## src/rtl/regfile_arbiter.sv

```systemverilog
// Round-robin arbiter sharing one single-read/single-write regfile among NREQ requesters.
// Optional read-after-write bypass on same-cycle collisions: define RF_ARB_BYPASS_EN.
module regfile_arbiter #(
    parameter int N     = 32,
    parameter int WIDTH = 32,
    parameter int NREQ  = 2
) (
    input  logic                       clk,
    input  logic                       rst_n,
    input  logic [NREQ-1:0]            rd_valid,
    input  logic [NREQ*$clog2(N)-1:0]  rd_addr,
    output logic [NREQ-1:0]            rd_ready,
    output logic [NREQ-1:0]            rd_rsp_valid,
    output logic [WIDTH-1:0]           rd_rsp_data,
    input  logic [NREQ-1:0]            wr_valid,
    input  logic [NREQ*$clog2(N)-1:0]  wr_addr,
    input  logic [NREQ*WIDTH-1:0]      wr_data,
    output logic [NREQ-1:0]            wr_ready,
    output logic                       rf_R_en,
    output logic [$clog2(N)-1:0]       rf_R_addr,
    input  logic [WIDTH-1:0]           rf_R_data,
    output logic                       rf_W_en,
    output logic [$clog2(N)-1:0]       rf_W_addr,
    output logic [WIDTH-1:0]           rf_W_data
);

    localparam int AW = $clog2(N);
    localparam int PW = $clog2(NREQ);

    // First requesting index at or after ptr (wrapping); MSB of the result is the hit flag.
    function automatic logic [PW:0] rr_pick(input logic [NREQ-1:0] req, input logic [PW-1:0] ptr);
        logic [PW:0] res;
        int          idx;
        res = '0;
        for (int k = 0; k < NREQ; k++) begin
            idx = int'(ptr) + k;
            if (idx >= NREQ) begin
                idx = idx - NREQ;
            end else begin
                idx = idx;
            end
            if (!res[PW] && req[idx]) begin
                res = {1'b1, PW'(idx)};
            end else begin
                res = res;
            end
        end
        return res;
    endfunction

    function automatic logic [PW-1:0] ptr_next(input logic [PW-1:0] gnt);
        return (int'(gnt) == NREQ - 1) ? PW'(0) : gnt + PW'(1);
    endfunction

    logic [PW-1:0]   rd_ptr_q, rd_ptr_d, wr_ptr_q, wr_ptr_d;
    logic [PW-1:0]   rd_gnt_s, wr_gnt_s;
    logic            rd_hit_s, wr_hit_s;
    logic [NREQ-1:0] rsp_valid_q;

    // Read and write grant selection plus regfile pin muxing.
    always_comb begin
        {rd_hit_s, rd_gnt_s} = rr_pick(rd_valid, rd_ptr_q);
        {wr_hit_s, wr_gnt_s} = rr_pick(wr_valid, wr_ptr_q);
        rd_ready  = '0;
        wr_ready  = '0;
        rf_R_addr = '0;
        rf_W_addr = '0;
        rf_W_data = '0;
        rd_ptr_d  = rd_ptr_q;
        wr_ptr_d  = wr_ptr_q;
        if (rd_hit_s) begin
            rd_ready[rd_gnt_s] = 1'b1;
            rf_R_addr          = rd_addr[int'(rd_gnt_s)*AW +: AW];
            rd_ptr_d           = ptr_next(rd_gnt_s);
        end else begin
            rd_ptr_d = rd_ptr_q;
        end
        if (wr_hit_s) begin
            wr_ready[wr_gnt_s] = 1'b1;
            rf_W_addr          = wr_addr[int'(wr_gnt_s)*AW +: AW];
            rf_W_data          = wr_data[int'(wr_gnt_s)*WIDTH +: WIDTH];
            wr_ptr_d           = ptr_next(wr_gnt_s);
        end else begin
            wr_ptr_d = wr_ptr_q;
        end
    end

    assign rf_R_en      = rd_hit_s;
    assign rf_W_en      = wr_hit_s;
    assign rd_rsp_valid = rsp_valid_q;

    // Arbiter pointers and the one-cycle response id pipeline.
    always_ff @(posedge clk or negedge rst_n) begin
        if (!rst_n) begin
            rd_ptr_q    <= '0;
            wr_ptr_q    <= '0;
            rsp_valid_q <= '0;
        end else begin
            rd_ptr_q    <= rd_ptr_d;
            wr_ptr_q    <= wr_ptr_d;
            rsp_valid_q <= rd_ready;
        end
    end

`ifdef RF_ARB_BYPASS_EN
    logic             byp_q;
    logic [WIDTH-1:0] byp_data_q;

    // Capture write data when a read and write hit the same entry on the same edge.
    always_ff @(posedge clk or negedge rst_n) begin
        if (!rst_n) begin
            byp_q      <= 1'b0;
            byp_data_q <= '0;
        end else if (rd_hit_s && wr_hit_s && (rf_R_addr == rf_W_addr)) begin
            byp_q      <= 1'b1;
            byp_data_q <= rf_W_data;
        end else begin
            byp_q      <= 1'b0;
            byp_data_q <= '0;
        end
    end

    // Response data: bypassed write value wins over the regfile's pre-write read.
    always_comb begin
        if (|rsp_valid_q) begin
            rd_rsp_data = byp_q ? byp_data_q : rf_R_data;
        end else begin
            rd_rsp_data = '0;
        end
    end
`else
    // Response data straight from the regfile, zero when no response is due.
    always_comb begin
        if (|rsp_valid_q) begin
            rd_rsp_data = rf_R_data;
        end else begin
            rd_rsp_data = '0;
        end
    end
`endif

endmodule

```

## config.mk

```make
export PLATFORM = sky130hd
export DESIGN_NAME = regfile_arbiter
export DESIGN_NICKNAME = d
export VERILOG_FILES = /design/src/rtl/regfile_arbiter.sv
export SDC_FILE = /design/constraint.sdc
export NUM_CORES = 1
export LEC_CHECK = 0
export BUFFER_PORTS_ARGS = -buffer_cell sky130_fd_sc_hd__buf_2
export CAP_MARGIN = 20
export CORE_AREA = 3 3 77 79
export CTS_BUF_LIST = sky130_fd_sc_hd__clkbuf_2
export DETAILED_ROUTE_END_ITERATION = 6
export DIE_AREA = 0 0 80 82
export PLACE_DENSITY = 0.58
export SKIP_LAST_GASP = 1
export SYNTH_ARGS = -nofsm -noshare
export SYNTH_HDL_FRONTEND = slang
export SYNTH_SLANG_ARGS = --single-unit
```

## constraint.sdc

```tcl
create_clock -name clk -period 1.5 [get_ports clk]
set_clock_uncertainty 0.05 [all_clocks]
set_input_delay 0.225 -clock clk [delete_from_list [all_inputs] [get_ports clk]]
set_output_delay 0.225 -clock clk [all_outputs]
set_load 0.01 [all_outputs]
```

==> impl_metrics.yaml, run 1 <==
logic_synthesis:
  async_flop_share: 1.00
  synth.area.top_cells: "a32o_1 (33%), nor2b_1 (21%), a32o_2 (13%)"
  syn_nets: 229
  syn-cell-area_um2: 936
  ys_types: 16
  synthCells: 107
  yosysTopAreaCellShare: 0.332
  ys_top_cells_by_count: "nor2b_1 (32), a32o_1 (31), a32o_2 (11), clkbuf_1 (7), buf_6 (5)"
  synth_edf_count: 0
  ys_seq_area_frac: 0.107
  synth_seq_cells: 4
  synth_top_area_cell: "a32o_1"
  yosys_most_used_dff: "dfrtp_1"
  yosysWarnings: 0
  yosysMostFrequentCell: "nor2b_1"
  avgSynthCellArea_um2: 8.75
global_route:
  antenna_found_initial: 0
  grt_pass1_wl_mm: 7.02
  track_usage: 0.130
  grt_max_degree: 39
  grt_overflow_total: 0
  grt_pass1_vias: 1485
die:
  die_h_um: 82
  initial_core_util: 0.173
  std_cell_rows: 27
  design.core.area_mm2: 0.00541
  pin_count: 204
  dieArea_mm2: 0.00656
  die_x_um: 80
timing:
  drv_slew: 0
  period_share: 1.09
  tightest_slew_ns: 0.251
  period_minus_slack_ns: 1.63
  max_freq_mhz: 612
  setup_slack_ns: -0.133
  max_slew_margin: 0.832
  hold_viol_final: 0
  setup_viol: 38
  rsz0062_at_grt: "true"
  tns_ns: -3.79
  hold_slack_ns: 0.288
clock_tree:
  htree_num_levels: 1
  clk-insertion-delay-late_ns: 0.20
  cts_inserted_buffers: 3
  tritoncts: "done"
  cts_sinks: 4
  clkSlewWorstSetupHoldPaths_ns: 0.04
  clockBufferDepth: 2
  ctsRootBufferMaster: "clkbuf_2"
critical_path:
  reg2regPathDepth: 2
  crit_path_end_kind: "output pin"
  cp-start-kind: "flip-flop"
  crit_chain: "a21boi_4 > clkbuf_16 > a32o_2 > buf_2"
  r2r_slack_ns: 0.55
  r2r-end: "rd_rsp_valid[1]"
  worstPathRequired_ns: 1.22
  path_max_fanout: 19
  cp-startpoint: "wr_ptr_q"
  worst-setup-path-type: "reg -> out"
  max_stage_delay_ns: 0.45
  crit_end: "rf_W_data[21]"
  cpMaxStageDelayCell: "dfrtp_2"
  crit_arrival_ns: 1.36
  r2r-start: "rd_ptr_q"
place:
  gp_congestion: 0.810
  dp_cells: 370
  preCtsSetupSlack_ns: 0.00262
  numPortBuffers: 203
  hpwlAfterDp_mm: 4.16
  dpl_cell_area_mm2: 0.00199
pwr:
  pwr-share-seq: 0.127
  power_density_mw_per_mm2: 521
  intPower_mw: 0.637
  power_switching_mw: 0.477
  clkPwrFrac: 0.085
  combPwrFrac: 0.788
  switching_share: 0.428
  irDropWorstVdd_mv: 0.307
  power_mw: 1.11
  leakage_nw: 1.26
drt:
  dr.pass1.iters: 4
  drt-initial-drc-count: 65
  via_per_inst: 4.58
  drc: 0
  drt_wl_total_mm: 5.56
  drt-wirelength-per-cell_um: 14.6
  dr_total_vias: 1741
  ant_nets: 0
final_layout:
  num-nets-final: 432
  n_fill_cell: 577
  diodes: 0
  design_area_mm2: 0.00214
  drive_gt1_frac: 0.760
  final_core_util: 0.396
  area_growth_pct: 129
  multi_input_area_um2: 795
  final_cells: 380
  seq_area_um2: 101
worst_hold_path:
  holdPathStages: 2
  worst_hold_path_type: "in -> reg"
run_status:
  violations: "negative setup slack"
  status: "finished, violations left"
job:
  max-cap-violations: 0
-- critical path: cells and delay by family, from the launching register on --
kind,cells,cell delay [ns]
compound gates,2,0.35
buf+inv,2,0.35
flops,1,0.45
-- kinds of logic (layout without fill, tap and decap cells) --
group	Yosys count	count (layout)	synth area share
flops	4	4	0.107
buf+inv	16	214	0.120
simple gates	41	44	0.274
compound gates	46	46	0.499
-- worst min path at each step --
| stage | startpoint | end | slack, ns |
|---|---|---|---|
| floorplan | rst_n | rd_ptr_q | -0.12 |
| global placement | rst_n | rd_rsp_valid[1] | -0.01 |
| detailed placement | rst_n | rd_rsp_valid[0] | -0.01 |
| CTS | rd_valid[1] | rd_ptr_q | 0.27 |
| global route | rd_valid[1] | rd_ptr_q | 0.29 |
| finish | rd_valid[1] | rd_ptr_q | 0.29 |
-- state kept, by name (all words and copies together) (netlist names) --
register,count
wr_ptr_q,1
rd_rsp_valid,2
rd_ptr_q,1
-- final cells by class --
class	instances	area share
timing repair buffer	211	0.532
multi-input combinational	90	0.371
sequential	4	0.0474
tap	72	0.0421
clock buffer	3	0.00702
-- metal layers --
metal	track usage	vias up	routed length [um]
met3	0.0132	0	373
met1	0.165	818	2220
met5	0	-	0
met4	0.0253	0	0
met2	0.239	81	2960
li1	-	842	-
-- placed cells by master, fill, tap and decap left out, drive strengths merged --
| cell type | n |
|---|---|
| dfrtp | 4 |
| nor2 | 3 |
| clkbuf | 5 |
| nor2b | 32 |
| nand2b | 5 |
| buf | 208 |
| and2 | 2 |
| a21boi | 2 |
| a21oi | 2 |
| a32o | 42 |
| dlygate4sd3 | 1 |
| or2 | 2 |
-- power groups by stage --
| stage | Clock (mW) | Sequential (mW) | Combinational [mW] |
|---|---|---|---|
| after floorplan | 0 | 0.135 | 0.427 |
| after global placement | 0 | 0.134 | 0.791 |
| after detailed placement | 0 | 0.135 | 0.799 |
| after CTS | 0.103 | 0.136 | 0.829 |
| after global routing | 0.111 | 0.145 | 0.952 |
| final | 0.0942 | 0.142 | 0.878 |
-- what timing repair did --
item,4_1_cts,5_1_grt
gates cloned,1,4
endpoints found under the setup margin,44,54
buffers inserted,1,0
hold endpoints to repair,4,0
pin swaps,1,5
hold buffers,1,0
resized for setup,4,5
Power figures use the tool's default switching activity.
==> run 2, diff against run 1 <==
--- a/config.mk
+++ b/config.mk
@@ -12,7 +12,9 @@
 export DETAILED_ROUTE_END_ITERATION = 6
 export DIE_AREA = 0 0 80 82
 export PLACE_DENSITY = 0.58
+export SETUP_SLACK_MARGIN = 0.05
 export SKIP_LAST_GASP = 1
 export SYNTH_ARGS = -nofsm -noshare
 export SYNTH_HDL_FRONTEND = slang
 export SYNTH_SLANG_ARGS = --single-unit
+export TNS_END_PERCENT = 1
==> constraint.sdc (replaced) <==
create_clock -name clk -period 1.54 [get_ports clk]
set_clock_uncertainty 0.05 [all_clocks]
set_input_delay 0.231 -clock clk [delete_from_list [all_inputs] [get_ports clk]]
set_output_delay 0.231 -clock clk [all_outputs]
set_load 0.01 [all_outputs]
==> run 2 against run 1 <==
  * Power down 4.6%
  * The run still ends with negative setup slack left
  * Sequential power down 7%
  * Critical endpoint is now rf_W_data[11]
  * Largest cell class unchanged
  * Final cell count up 0.26%
  * Sequential cell count unchanged
  * Via count up 0.80%
  * Largest power group unchanged
  * Cell area down 0.76%
  * Die area unchanged
==> impl_metrics.yaml, run 2 (synthesis results as in run 1) <==
run_status:
  status: "finished, violations left"
  violations: "negative setup slack"
timing:
  max_slew_margin: 0.802
  drv_slew: 0
  tightest_slew_ns: 0.296
  setup_slack_ns: -0.0742
  period_share: 1.05
  period_minus_slack_ns: 1.61
  hold_viol_final: 0
  max_freq_mhz: 619
  setup_viol: 42
  rsz0062_at_grt: "true"
die:
  design.core.area_mm2: 0.00541
  die_x_um: 80
  die_h_um: 82
  pin_count: 204
  initial_core_util: 0.173
  std_cell_rows: 27
  dieArea_mm2: 0.00656
drt:
  drt-wirelength-per-cell_um: 14.1
  drt-initial-drc-count: 43
  dr_total_vias: 1755
  ant_nets: 0
  via_per_inst: 4.61
  drt_wl_total_mm: 5.36
  dr.pass1.iters: 4
  drc: 0
global_route:
  grt_max_degree: 33
  antenna_found_initial: 0
  grt_pass1_wl_mm: 7.35
  track_usage: 0.138
  grt_pass1_vias: 1573
  grt_overflow_total: 0
place:
  dp_cells: 370
  gp_congestion: 0.811
  numPortBuffers: 203
  hpwlAfterDp_mm: 4.23
clock_tree:
  cts_sinks: 4
  clk-insertion-delay-late_ns: 0.20
  clockBufferDepth: 2
  clkSlewWorstSetupHoldPaths_ns: 0.04
  tritoncts: "done"
  ctsRootBufferMaster: "clkbuf_2"
  htree_num_levels: 1
  cts_inserted_buffers: 3
critical_path:
  worstPathRequired_ns: 1.26
  crit_arrival_ns: 1.33
  crit_chain: "nand2b_4 > a32o_1 > buf_2"
  crit_buf_inv: 1
  max_stage_delay_ns: 0.43
  crit_family: "flip-flops"
  crit_path_end_kind: "output pin"
  worst-setup-path-type: "reg -> out"
  cpMaxStageDelayCell: "dfrtp_2"
  path_max_fanout: 19
  r2r_slack_ns: 0.50
  cp-start-kind: "flip-flop"
pwr:
  power_mw: 1.06
  leakage_nw: 1.25
  irDropWorstVdd_mv: 0.260
  power_density_mw_per_mm2: 500
job:
  max-cap-violations: 0
final_layout:
  num-nets-final: 433
  layout.cells.most_common: "buf_2"
  layout_common_cells: "buf_2 (203), nor2b_1 (32), a32o_1 (31)"
  final_cells: 381
  drive_gt1_frac: 0.757
  largest_reg_flops: 2
  area_growth_pct: 127
  diodes: 0
worst_hold_path:
  worst_hold_path_type: "in -> reg"
-- run 2: cell count changes in the layout (fill, tap and decap cells not counted), sizes merged --
cell / change
buf: +5
nand2b: -2
clkbuf: -2
-- run 2: routing by layer --
| metal | vias to the layer above | track usage | wire length [um] |
|---|---|---|---|
| met3 | 5 | 0.0197 | 387 |
| met4 | 0 | 0.0236 | 22 |
| met2 | 82 | 0.257 | 2920 |
| met1 | 824 | 0.169 | 2030 |
| li1 | 844 | - | - |
| met5 | - | 0 | 0 |
-- run 2: layout make-up --
class,count,area [um2]
Fill cell,578,3280
Timing Repair Buffer,214,1170
Multi-Input combinational cell,88,747
Sequential cell,4,101
Tap cell,72,90.1
Clock buffer,3,15.0
-- run 2: stage by stage --
stage | instance area (um2) | util | setup TNS [ns] | worst slack [ns] | hold WS [ns]
final | 2120 | 0.393 | -2.32 | -0.0742 | 0.269
after global placement | 1990 | 0.368 | 0 | 0.0525 | -0.00413
after CTS | 2120 | 0.393 | -3.00 | -0.0857 | 0.270
after floorplan | 936 | - | 0 | 0.192 | -0.115
after detailed placement | 1990 | 0.368 | 0 | 0.0337 | -0.00497
after global routing | 2120 | 0.393 | -5.77 | -0.153 | 0.290
-- run 2: worst register-to-register path: cells and delay by family (launching register included) --
kind,cells,cell delay (ns)
simple gates,2,0.47
flops,1,0.40
-- run 2: final timing paths --
| path | startpoint | end | cells after the start |
|---|---|---|---|
| worst max-delay path | wr_ptr_q | rf_W_data[11] | 3 |
| worst min-delay path | rd_valid[0] | rd_ptr_q | 3 |
| worst max register to register | rd_ptr_q | rd_rsp_valid[1] | 2 |
| worst min register to register | rd_ptr_q | rd_ptr_q | 1 |
| max in group asynchronous | rst_n | wr_ptr_q | 2 |
| min in group asynchronous | rst_n | rd_ptr_q | 2 |
-- run 2: power breakdown --
part	leakage (nW)	total, mW	internal, mW	switching (mW)
Combinational	1.19	0.840	0.445	0.396
Sequential	0.0463	0.132	0.119	0.0135
Clock	0.0125	0.0902	0.0522	0.0379
-- run 2: timing repair --
item / 4_1_cts / 5_1_grt
gates resized for setup: 6 / 0
endpoints found under the setup margin: 44 / 71
pin swaps: 1 / 0
buffers inserted: 4 / 0
gates cloned: 3 / 0
endpoints found under the hold margin: 4 / 0
hold buffers: 1 / 0
==> run 3, diff against run 2 <==
--- a/config.mk
+++ b/config.mk
@@ -11,6 +11,7 @@
 export CTS_BUF_LIST = sky130_fd_sc_hd__clkbuf_2
 export DETAILED_ROUTE_END_ITERATION = 6
 export DIE_AREA = 0 0 80 82
+export MAX_ROUTING_LAYER = met4
 export PLACE_DENSITY = 0.58
 export SETUP_SLACK_MARGIN = 0.05
 export SKIP_LAST_GASP = 1
==> run 3 against run 2 <==
  * The flow still finishes with violations (negative setup slack)
  * Wire length grew 0.21%
  * Sequential power hardly changed
  * Worst setup slack about the same
  * Critical path depth is the same
  * Register-to-register slack is essentially flat
  * Clock-buffer cell count did not move
  * Cell area did not move
  * Critical endpoint unchanged
  * Largest cell class unchanged
==> impl_metrics.yaml, run 3 (synthesis results as in run 1) <==
drt:
  via_per_inst: 4.59
  drt_wl_total_mm: 5.38
  drt-wirelength-per-cell_um: 14.1
  dr.pass1.iters: 4
  ant_nets: 0
  dr_total_vias: 1747
  drc: 0
  drt-initial-drc-count: 45
clock_tree:
  tritoncts: "done"
  clk-insertion-delay-late_ns: 0.20
  htree_num_levels: 1
  cts_inserted_buffers: 3
  clockBufferDepth: 2
  ctsRootBufferMaster: "clkbuf_2"
  cts_sinks: 4
  clkSlewWorstSetupHoldPaths_ns: 0.04
timing:
  hold_viol_final: 0
  tightest_slew_ns: 0.296
  period_share: 1.05
  rsz0062_at_grt: "true"
  tns_ns: -2.33
  drv_slew: 0
  period_minus_slack_ns: 1.61
  max_freq_mhz: 620
  hold_slack_ns: 0.270
  setup_slack_ns: -0.0742
  setup_viol: 42
  max_slew_margin: 0.802
final_layout:
  layout.cells.most_common: "buf_2"
  drive_gt1_frac: 0.757
  final_core_util: 0.393
  final_cells: 381
  num-nets-final: 433
  largest_reg_flops: 2
  diodes: 0
  layout_common_cells: "buf_2 (203), nor2b_1 (32), a32o_1 (31)"
  design_area_mm2: 0.00212
  area_growth_pct: 127
place:
  dpl_cell_area_mm2: 0.00199
  preCtsSetupSlack_ns: 0.0337
  dp_cells: 370
  numPortBuffers: 203
  gp_congestion: 0.823
  hpwlAfterDp_mm: 4.23
critical_path:
  path_max_fanout: 19
  crit_path_end_kind: "output pin"
  cp-start-kind: "flip-flop"
  worst-setup-path-type: "reg -> out"
  cpMaxStageDelayCell: "dfrtp_2"
  max_stage_delay_ns: 0.43
  crit_chain: "nand2b_4 > a32o_1 > buf_2"
  crit_arrival_ns: 1.33
  worstPathRequired_ns: 1.26
pwr:
  power_mw: 1.06
  power_density_mw_per_mm2: 501
  irDropWorstVdd_mv: 0.258
  leakage_nw: 1.25
die:
  dieArea_mm2: 0.00656
  design.core.area_mm2: 0.00541
  std_cell_rows: 27
  initial_core_util: 0.173
  die_x_um: 80
  die_h_um: 82
  pin_count: 204
global_route:
  track_usage: 0.142
  grt_overflow_total: 0
  grt_pass1_vias: 1572
  grt_max_degree: 33
  grt_pass1_wl_mm: 7.35
  antenna_found_initial: 0
run_status:
  violations: "negative setup slack"
  status: "finished, violations left"
worst_hold_path:
  worst_hold_path_type: "in -> reg"
job:
  max-cap-violations: 0
[run 3: worst paths after layout]
path | depth (start not counted) | startpoint | to | slack (ns)
worst min-delay path | 3 | rd_valid[0] | rd_ptr_q | 0.27
worst min register to register | 1 | rd_ptr_q | rd_ptr_q | 0.47
worst max register to register | 2 | rd_ptr_q | rd_rsp_valid[1] | 0.50
min in group asynchronous | 2 | rst_n | rd_ptr_q | 0.33
max in group asynchronous | 2 | rst_n | wr_ptr_q | 0.98
worst max-delay path | 3 | wr_ptr_q | rf_W_data[11] | -0.07
[run 3: layer usage]
metal  GRT usage  vias up  routed length [um]  share of wire
met5           -        -                   0              0
met4      0.0236        0                   4        0.00074
met3      0.0132        2                 351          0.065
met2       0.257       81                2940           0.55
met1       0.172      821                2080           0.39
li1            -      843                   -              -
[run 3: what timing repair did]
| item | CTS | global route |
|---|---|---|
| setup endpoints to repair | 44 | 71 |
| pin swaps | 1 | 0 |
| endpoints found under the hold margin | 4 | 0 |
| buffers inserted | 4 | 0 |
| hold buffers | 1 | 0 |
| resized for setup | 6 | 0 |
| cloned | 3 | 0 |
[run 3: layout make-up]
class | count | area (um2)
well taps | 72 | 90.1
repair buffers | 214 | 1170
clock buffers | 3 | 15.0
fillers | 578 | 3280
multi-input cells | 88 | 747
flip-flops and latches | 4 | 101
[run 3: worst max-delay path: cells and delay by family, from the launching register on]
kind / cells / cell delay [ns]
AO/OA/AOI/OAI: 1 / 0.31
AND/OR/NAND/NOR: 1 / 0.25
flip-flops: 1 / 0.43
buffers and inverters: 1 / 0.14
[run 3: where the power goes]
part           internal, mW  switching, mW
combinational         0.445          0.396
clock                0.0523         0.0381
sequential            0.119         0.0136
total                 0.616          0.447
